`config.mk`:
```
export PLATFORM = sky130hd
export DESIGN_NAME = axi4_lite_slave_regs
export DESIGN_NICKNAME = d
export VERILOG_FILES = /design/src/rtl/axi4_lite_pkg.sv /design/src/rtl/axi4_lite_regfile.sv /design/src/rtl/axi4_lite_slave_regs.sv
export SDC_FILE = /design/constraint.sdc
export NUM_CORES = 1
export LEC_CHECK = 0
export ABC_CLOCK_PERIOD_IN_PS = 3800
export CAP_MARGIN = 25
export CORE_MARGIN = 8
export CORE_UTILIZATION = 29
export DETAILED_ROUTE_END_ITERATION = 12
export PLACE_DENSITY_LB_ADDON = 0.08
export SYNTH_ARGS = -nofsm -noshare
export SYNTH_HDL_FRONTEND = slang
export SYNTH_HIERARCHICAL = 1
export SYNTH_SLANG_ARGS = --single-unit
```
`constraint.sdc`:
```
create_clock -name aclk -period 3.8 [get_ports aclk]
set_input_delay 0.76 -clock aclk [delete_from_list [all_inputs] [get_ports aclk]]
set_output_delay 0.76 -clock aclk [all_outputs]
set_load 0.02 [all_outputs]
```
`src/rtl/axi4_lite_pkg.sv`:
```
// Shared types and constants for the AXI4-Lite register slave.
package axi4_lite_pkg;

    localparam int unsigned DATA_W        = 32;
    localparam int unsigned STRB_W        = DATA_W / 8;
    localparam int unsigned IDX_W         = 4;
    localparam int unsigned NUM_REGS      = 16;
    localparam int unsigned NUM_USER_REGS = NUM_REGS - 1;

    localparam logic [1:0]  RESP_OKAY   = 2'b00;
    localparam logic [1:0]  RESP_SLVERR = 2'b10;
    localparam logic [15:0] ID_TAG      = 16'hA41E;

    typedef enum logic {
        W_IDLE,
        W_RESP
    } w_state_t;

    typedef enum logic {
        R_IDLE,
        R_DATA
    } r_state_t;

    // One committed register write: target index, data and byte strobes.
    typedef struct packed {
        logic [IDX_W-1:0]  index;
        logic [DATA_W-1:0] data;
        logic [STRB_W-1:0] strb;
    } wr_req_t;

endpackage

```
`src/rtl/axi4_lite_regfile.sv`:
```
// Fifteen user registers with byte-strobe writes, plus the read mux
// that also serves the read-only ID word at index 15.
module axi4_lite_regfile
    import axi4_lite_pkg::*;
#(
    parameter int unsigned id = 0
) (
    input  logic                              aclk,
    input  logic                              aresetn,
    input  logic                              wr_en,
    input  wr_req_t                           wr_req,
    input  logic [IDX_W-1:0]                  rd_index,
    output logic [DATA_W-1:0]                 rd_data_c,
    output logic [NUM_USER_REGS*DATA_W-1:0]   reg_q
);

    logic [DATA_W-1:0] regs [NUM_USER_REGS];

    // Byte-lane merge; only lanes with their strobe set are touched.
    always_ff @(posedge aclk) begin
        if (!aresetn) begin
            for (int unsigned i = 0; i < NUM_USER_REGS; i++) begin
                regs[i] <= '0;
            end
        end else if (wr_en) begin
            for (int unsigned i = 0; i < NUM_USER_REGS; i++) begin
                if (wr_req.index == IDX_W'(i)) begin
                    for (int unsigned b = 0; b < STRB_W; b++) begin
                        if (wr_req.strb[b]) begin
                            regs[i][8*b +: 8] <= wr_req.data[8*b +: 8];
                        end
                    end
                end
            end
        end
    end

    always_comb begin
        rd_data_c = '0;
        if (rd_index == IDX_W'(NUM_USER_REGS)) begin
            rd_data_c = {ID_TAG, 16'(id)};
        end else begin
            for (int unsigned i = 0; i < NUM_USER_REGS; i++) begin
                if (rd_index == IDX_W'(i)) begin
                    rd_data_c = regs[i];
                end
            end
        end
    end

    for (genvar g = 0; g < NUM_USER_REGS; g++) begin : g_flat
        assign reg_q[g*DATA_W +: DATA_W] = regs[g];
    end

endmodule

```
`src/rtl/axi4_lite_slave_regs.sv`:
```
// AXI4-Lite slave exposing a 16-word register window; independent
// write (AW/W/B) and read (AR/R) channel FSMs around a register file.
module axi4_lite_slave_regs
    import axi4_lite_pkg::*;
#(
    parameter int unsigned id        = 0,
    parameter logic [31:0] base_addr = 32'h0000_0000
) (
    input  logic                            aclk,
    input  logic                            aresetn,
    input  logic [31:0]                     s_awaddr,
    input  logic [2:0]                      s_awprot,
    input  logic                            s_awvalid,
    output logic                            s_awready,
    input  logic [31:0]                     s_wdata,
    input  logic [3:0]                      s_wstrb,
    input  logic                            s_wvalid,
    output logic                            s_wready,
    output logic [1:0]                      s_bresp,
    output logic                            s_bvalid,
    input  logic                            s_bready,
    input  logic [31:0]                     s_araddr,
    input  logic [2:0]                      s_arprot,
    input  logic                            s_arvalid,
    output logic                            s_arready,
    output logic [31:0]                     s_rdata,
    output logic [1:0]                      s_rresp,
    output logic                            s_rvalid,
    input  logic                            s_rready,
    output logic [NUM_USER_REGS*DATA_W-1:0] reg_q,
    output logic                            wr_pulse,
    output logic [3:0]                      wr_index
);

    // Byte-lane offset and protection bits carry no meaning here.
    logic unused_bits;
    assign unused_bits = ^{s_awprot, s_arprot, s_awaddr[1:0], s_araddr[1:0]};

    w_state_t          w_state, w_state_nx;
    logic              aw_latched, aw_latched_nx;
    logic [29:0]       aw_addr, aw_addr_nx;
    logic              w_latched, w_latched_nx;
    logic [DATA_W-1:0] w_data, w_data_nx;
    logic [STRB_W-1:0] w_strb, w_strb_nx;
    logic              awready_nx, wready_nx, bvalid_nx, wr_pulse_nx;
    logic [1:0]        bresp_nx;
    logic [3:0]        wr_index_nx;
    logic              reg_wr_en_c;
    wr_req_t           reg_wr_req_c;
    logic              aw_in_range_c;

    r_state_t          r_state, r_state_nx;
    logic              arready_nx, rvalid_nx;
    logic [1:0]        rresp_nx;
    logic [DATA_W-1:0] rdata_nx;
    logic [DATA_W-1:0] rd_data_c;
    logic              ar_in_range_c;

    assign aw_in_range_c = (aw_addr[29:4] == base_addr[31:6]);
    assign ar_in_range_c = (s_araddr[31:6] == base_addr[31:6]);
    assign reg_wr_req_c  = '{index: aw_addr[3:0], data: w_data, strb: w_strb};

    axi4_lite_regfile #(
        .id        (id)
    ) u_regfile (
        .aclk      (aclk),
        .aresetn   (aresetn),
        .wr_en     (reg_wr_en_c),
        .wr_req    (reg_wr_req_c),
        .rd_index  (s_araddr[5:2]),
        .rd_data_c (rd_data_c),
        .reg_q     (reg_q)
    );

    // Write channel: collect AW and W in any order, commit one cycle later.
    always_comb begin
        w_state_nx    = w_state;
        aw_latched_nx = aw_latched;
        aw_addr_nx    = aw_addr;
        w_latched_nx  = w_latched;
        w_data_nx     = w_data;
        w_strb_nx     = w_strb;
        bvalid_nx     = s_bvalid;
        bresp_nx      = s_bresp;
        wr_pulse_nx   = 1'b0;
        wr_index_nx   = wr_index;
        reg_wr_en_c   = 1'b0;
        case (w_state)
            W_IDLE: begin
                if (aw_latched && w_latched) begin
                    w_state_nx    = W_RESP;
                    bvalid_nx     = 1'b1;
                    aw_latched_nx = 1'b0;
                    w_latched_nx  = 1'b0;
                    if (!aw_in_range_c) begin
                        bresp_nx = RESP_SLVERR;
                    end else begin
                        bresp_nx = RESP_OKAY;
                        if (aw_addr[3:0] != IDX_W'(NUM_USER_REGS)) begin
                            reg_wr_en_c = 1'b1;
                            wr_pulse_nx = 1'b1;
                            wr_index_nx = aw_addr[3:0];
                        end
                    end
                end else begin
                    if (s_awvalid && s_awready) begin
                        aw_latched_nx = 1'b1;
                        aw_addr_nx    = s_awaddr[31:2];
                    end
                    if (s_wvalid && s_wready) begin
                        w_latched_nx = 1'b1;
                        w_data_nx    = s_wdata;
                        w_strb_nx    = s_wstrb;
                    end
                end
            end
            W_RESP: begin
                if (s_bready) begin
                    w_state_nx = W_IDLE;
                    bvalid_nx  = 1'b0;
                end
            end
            default: w_state_nx = W_IDLE;
        endcase
        awready_nx = (w_state_nx == W_IDLE) && !aw_latched_nx;
        wready_nx  = (w_state_nx == W_IDLE) && !w_latched_nx;
    end

    always_ff @(posedge aclk) begin
        if (!aresetn) begin
            w_state    <= W_IDLE;
            aw_latched <= 1'b0;
            aw_addr    <= '0;
            w_latched  <= 1'b0;
            w_data     <= '0;
            w_strb     <= '0;
            s_awready  <= 1'b0;
            s_wready   <= 1'b0;
            s_bvalid   <= 1'b0;
            s_bresp    <= RESP_OKAY;
            wr_pulse   <= 1'b0;
            wr_index   <= '0;
        end else begin
            w_state    <= w_state_nx;
            aw_latched <= aw_latched_nx;
            aw_addr    <= aw_addr_nx;
            w_latched  <= w_latched_nx;
            w_data     <= w_data_nx;
            w_strb     <= w_strb_nx;
            s_awready  <= awready_nx;
            s_wready   <= wready_nx;
            s_bvalid   <= bvalid_nx;
            s_bresp    <= bresp_nx;
            wr_pulse   <= wr_pulse_nx;
            wr_index   <= wr_index_nx;
        end
    end

    // Read channel: data is captured at the AR handshake, before any same-edge write.
    always_comb begin
        r_state_nx = r_state;
        rvalid_nx  = s_rvalid;
        rdata_nx   = s_rdata;
        rresp_nx   = s_rresp;
        case (r_state)
            R_IDLE: begin
                if (s_arvalid && s_arready) begin
                    r_state_nx = R_DATA;
                    rvalid_nx  = 1'b1;
                    if (ar_in_range_c) begin
                        rdata_nx = rd_data_c;
                        rresp_nx = RESP_OKAY;
                    end else begin
                        rdata_nx = '0;
                        rresp_nx = RESP_SLVERR;
                    end
                end
            end
            R_DATA: begin
                if (s_rready) begin
                    r_state_nx = R_IDLE;
                    rvalid_nx  = 1'b0;
                end
            end
            default: r_state_nx = R_IDLE;
        endcase
        arready_nx = (r_state_nx == R_IDLE);
    end

    always_ff @(posedge aclk) begin
        if (!aresetn) begin
            r_state   <= R_IDLE;
            s_arready <= 1'b0;
            s_rvalid  <= 1'b0;
            s_rdata   <= '0;
            s_rresp   <= RESP_OKAY;
        end else begin
            r_state   <= r_state_nx;
            s_arready <= arready_nx;
            s_rvalid  <= rvalid_nx;
            s_rdata   <= rdata_nx;
            s_rresp   <= rresp_nx;
        end
    end

endmodule

```
==> qor.yml <==
clocking:
  htree_levels: 3
  numCtsBuffers: 72
  cts.repair.resized: 0
  clock_latency_ns: 0.62
  clk_path_buf_depth: 3
  cts_sinks: 594
  cts_setup_buffers: 0
  cts_tree: "yes"
  path_clk_slew_ns: 0.06
  hold_buffers: 0
  ctsRootBufferMaster: "clkbuf_16"
timing:
  fin_crit_ns: 3.236
  slew_headroom: 0.3585
  rsz0062_at_grt: "no"
  final_max_slew_viol_count: 0
  hold_violations: 0
  post-route-period-util: 0.8515
  finalSetupTns_ns: 0
  skew_ns: 0.02124
  setup_viol: 0
  worstMarginPinSlew_ns: 0.9600
  fmax_ghz: 0.3091
layout:
  nNetsFinal: 3142
  drive_gt1_frac: 0.1159
  fillerInstances: 8880
  fin_area_um2: 36950
  multi_input_area_um2: 8597
  area.growth.synth_to_final_pct: 39.43
  seq_area_um2: 16700
global_route:
  grt_max_degree: 57
  grt_antenna_before_repair: 8
  overflow: 0
  grt_pass1_vias: 22440
  grt_pass1_wl_mm: 179.7
  grt.total_usage: 0.2472
detailed_routing:
  drt-initial-drc-count: 2246
  vias: 22140
  vias_per_cell: 5.184
  dr.pass1.iters: 5
  drc: 0
  ant_nets: 0
  routed_wl_mm: 131.4
  avgRoutedWirePerCell_um: 30.77
die:
  start_util: 0.2909
  rows: 111
  fp.dieArea_um2: 101300
  io_pins: 639
  die_w_um: 318.3
  core_um2: 91110
  die_h_um: 318.3
critical_path:
  rr_endpoint: "u_regfile/regs[1][10]$_SDFFCE_PN0P_"
  path_max_fanout: 10
  path_buf_inv: 0
  cpPeakStageDelay_ns: 0.57
  worst-path-stages: 6
  r2r_slack_ns: 0.56
  path_cells: "nor4_1 -> nand4_1 -> nor3_4 -> and2_1 -> nand2_1 -> nand2_1"
  worstPathRequired_ns: 4.07
  critical_path.slowest_cell: "nor3_4"
  cp_data_arrival_time_ns: 3.50
  rr_startpoint: "aw_addr[10]$_SDFFE_PN0P_"
  ff2ff_path_depth: 6
  cp-end-kind: "flip-flop"
  path_common_cell: "nand2_1"
  criticalPathCategory: "reg -> reg"
  start_kind: "flip-flop"
  critPathTopFamily: "simple AND/OR/NAND/NOR gates"
worst_hold_path:
  worstHoldStart: "aw_addr[24]$_SDFFE_PN0P_"
  hold_path_class: "reg -> reg"
  whs_path_depth: 2
  hold-path-endpoint: "aw_addr[24]$_SDFFE_PN0P_"
synth:
  async_flop_share: 0
  ys_types: 75
  ys_seq_elements: 594
  synth_seq_area_share: 0.6300
  synthCells: 2336
  ys_warn_count: 6
  synthFlopType: "edfxtp_1"
  syn-cell-area_um2: 26500
  synth_edf_count: 480
  avgSynthCellArea_um2: 11.34
placement:
  port-buffer-count: 626
  dp.final_hpwl_mm: 102.8
  place_congestion: 0.8885
  dpl_cell_area_um2: 34690
power:
  p_per_area_nw_per_um2: 440.5
  ir_drop_mv: 0.3226
  p_leak_nw: 13.21
status:
  status: "complete, no violations"
run:
  maxCapViolations: 0
## through the flow
step                worst slack, ns  hold WS [ns]  instances  power, mW    util
finish                       0.5644        0.4606       4271      16.28  0.4056
global route                 0.2986        0.4712       4269      16.78  0.4055
CTS                          0.4087        0.4642       4267      16.44  0.4055
detailed placement           0.2947        0.4474       4141      9.700  0.3807
global placement             0.2526        0.4470       4140      9.685  0.3807
floorplan                     1.358        0.4431       2337      8.498       -
## sequential cells by signal, summed over array words and instances, names as in the netlist
signal,cells
s_awready,1
w_state,1
u_regfile/regs,480
w_strb,4
s_arready,1
s_bresp,1
w_data,32
aw_addr,30
wr_pulse,1
s_rvalid,1
s_bvalid,1
s_rdata,32
s_rresp,1
wr_index,4
s_wready,1
r_state,1
w_latched,1
aw_latched,1
## placed cells by master, fill, tap and decap left out, types with 12 or more instances in the layout
cell and count:
and2_1 42, mux4_2 21, a21boi_0 73, o22ai_1 30, mux2_2 17, a221oi_1 17
nand2_1 382, a22o_1 15, nor3_1 22, nor4_1 12, clkinv_1 13, dfxtp_1 114
clkbuf_16 75, clkbuf_1 14, a211oi_1 16, o31ai_2 29, a21oi_1 90, o211ai_1 19
nor2_1 363, mux2i_1 55, o21ai_0 82, nand3_1 23, inv_1 74, edfxtp_1 480
buf_4 156, clkdlybuf4s50_1 621, a22oi_1 12, nor2b_1 18, nand2b_1 24
## power by group
group	leakage, nW	switching, mW	internal (mW)	total (mW)
clock	1.10	2.85	3.87	6.72
combinational	6.23	1.29	0.786	2.08
sequential	5.88	0.208	7.28	7.48
## layout make-up
type                            count  area share
Tap cell                         1186     0.04016
Clock inverter                     35    0.008093
Sequential cell                   594      0.4518
Antenna cell                        4   0.0002709
Timing Repair Buffer              792      0.2064
Multi-Input combinational cell   1494      0.2327
Clock buffer                       91     0.05296
Inverter                           75    0.007619
## worst max path at each step
| stage | end | slack (ns) | startpoint |
|---|---|---|---|
| floorplan | s_rdata[18]$_SDFFE_PN0P_ | 1.36 | s_araddr[2] |
| global placement | s_rdata[24]$_SDFFE_PN0P_ | 0.25 | s_araddr[4] |
| detailed placement | s_rdata[24]$_SDFFE_PN0P_ | 0.29 | s_araddr[4] |
| CTS | u_regfile/regs[1][13]$_SDFFCE_PN0P_ | 0.41 | aw_addr[10]$_SDFFE_PN0P_ |
| global route | u_regfile/regs[1][15]$_SDFFCE_PN0P_ | 0.30 | aw_addr[10]$_SDFFE_PN0P_ |
| finish | u_regfile/regs[1][10]$_SDFFCE_PN0P_ | 0.56 | aw_addr[10]$_SDFFE_PN0P_ |
## kinds of logic (layout without fill, tap and decap cells)
kind of cell,after synthesis,after routing,share of synthesized area
AO/OA/AOI/OAI,472,472,0.1258
AND/OR/NAND/NOR,927,927,0.1521
buffers and inverters,249,993,0.04617
flip-flops,594,594,0.6300
other,1,6,0.0001415
multiplexers,93,93,0.04584
## layer usage
| metal | routed length (µm) | up-vias | track usage |
|---|---|---|---|
| li1 | - | 9730 | - |
| met1 | 55240 | 11180 | 0.3253 |
| met2 | 60270 | 1068 | 0.3962 |
| met3 | 12100 | 163 | 0.06929 |
| met4 | 3824 | 0 | 0.07087 |
| met5 | 0 | - | 0 |
## worst register-to-register path, delay by kind of cell, from the launching register on
kind	cells	cell delay [ns]
simple gates	6	2.57
flops	1	0.31
## Yosys cell counts (15+ instances only)
cell | instances | share of area
o31ai_2 | 29 | 0.014
nor2_1 | 363 | 0.051
and2_1 | 42 | 0.0099
a211oi_1 | 16 | 0.0045
nand2_1 | 382 | 0.054
mux2_2 | 17 | 0.0072
nor2b_1 | 21 | 0.0050
a22o_1 | 15 | 0.0050
buf_4 | 24 | 0.0068
a221oi_1 | 17 | 0.0056
mux4_2 | 21 | 0.018
o21ai_0 | 82 | 0.015
nand3_1 | 23 | 0.0043
edfxtp_1 | 480 | 0.54
mux2i_1 | 55 | 0.021
buf_2 | 40 | 0.0076
nand2b_1 | 24 | 0.0057
clkbuf_1 | 85 | 0.012
o211ai_1 | 19 | 0.0054
o22ai_1 | 30 | 0.0071
a21oi_1 | 91 | 0.017
nor3_1 | 22 | 0.0042
a21boi_0 | 73 | 0.021
dfxtp_1 | 114 | 0.086
inv_1 | 74 | 0.010
(Power assumes the default switching activity.)
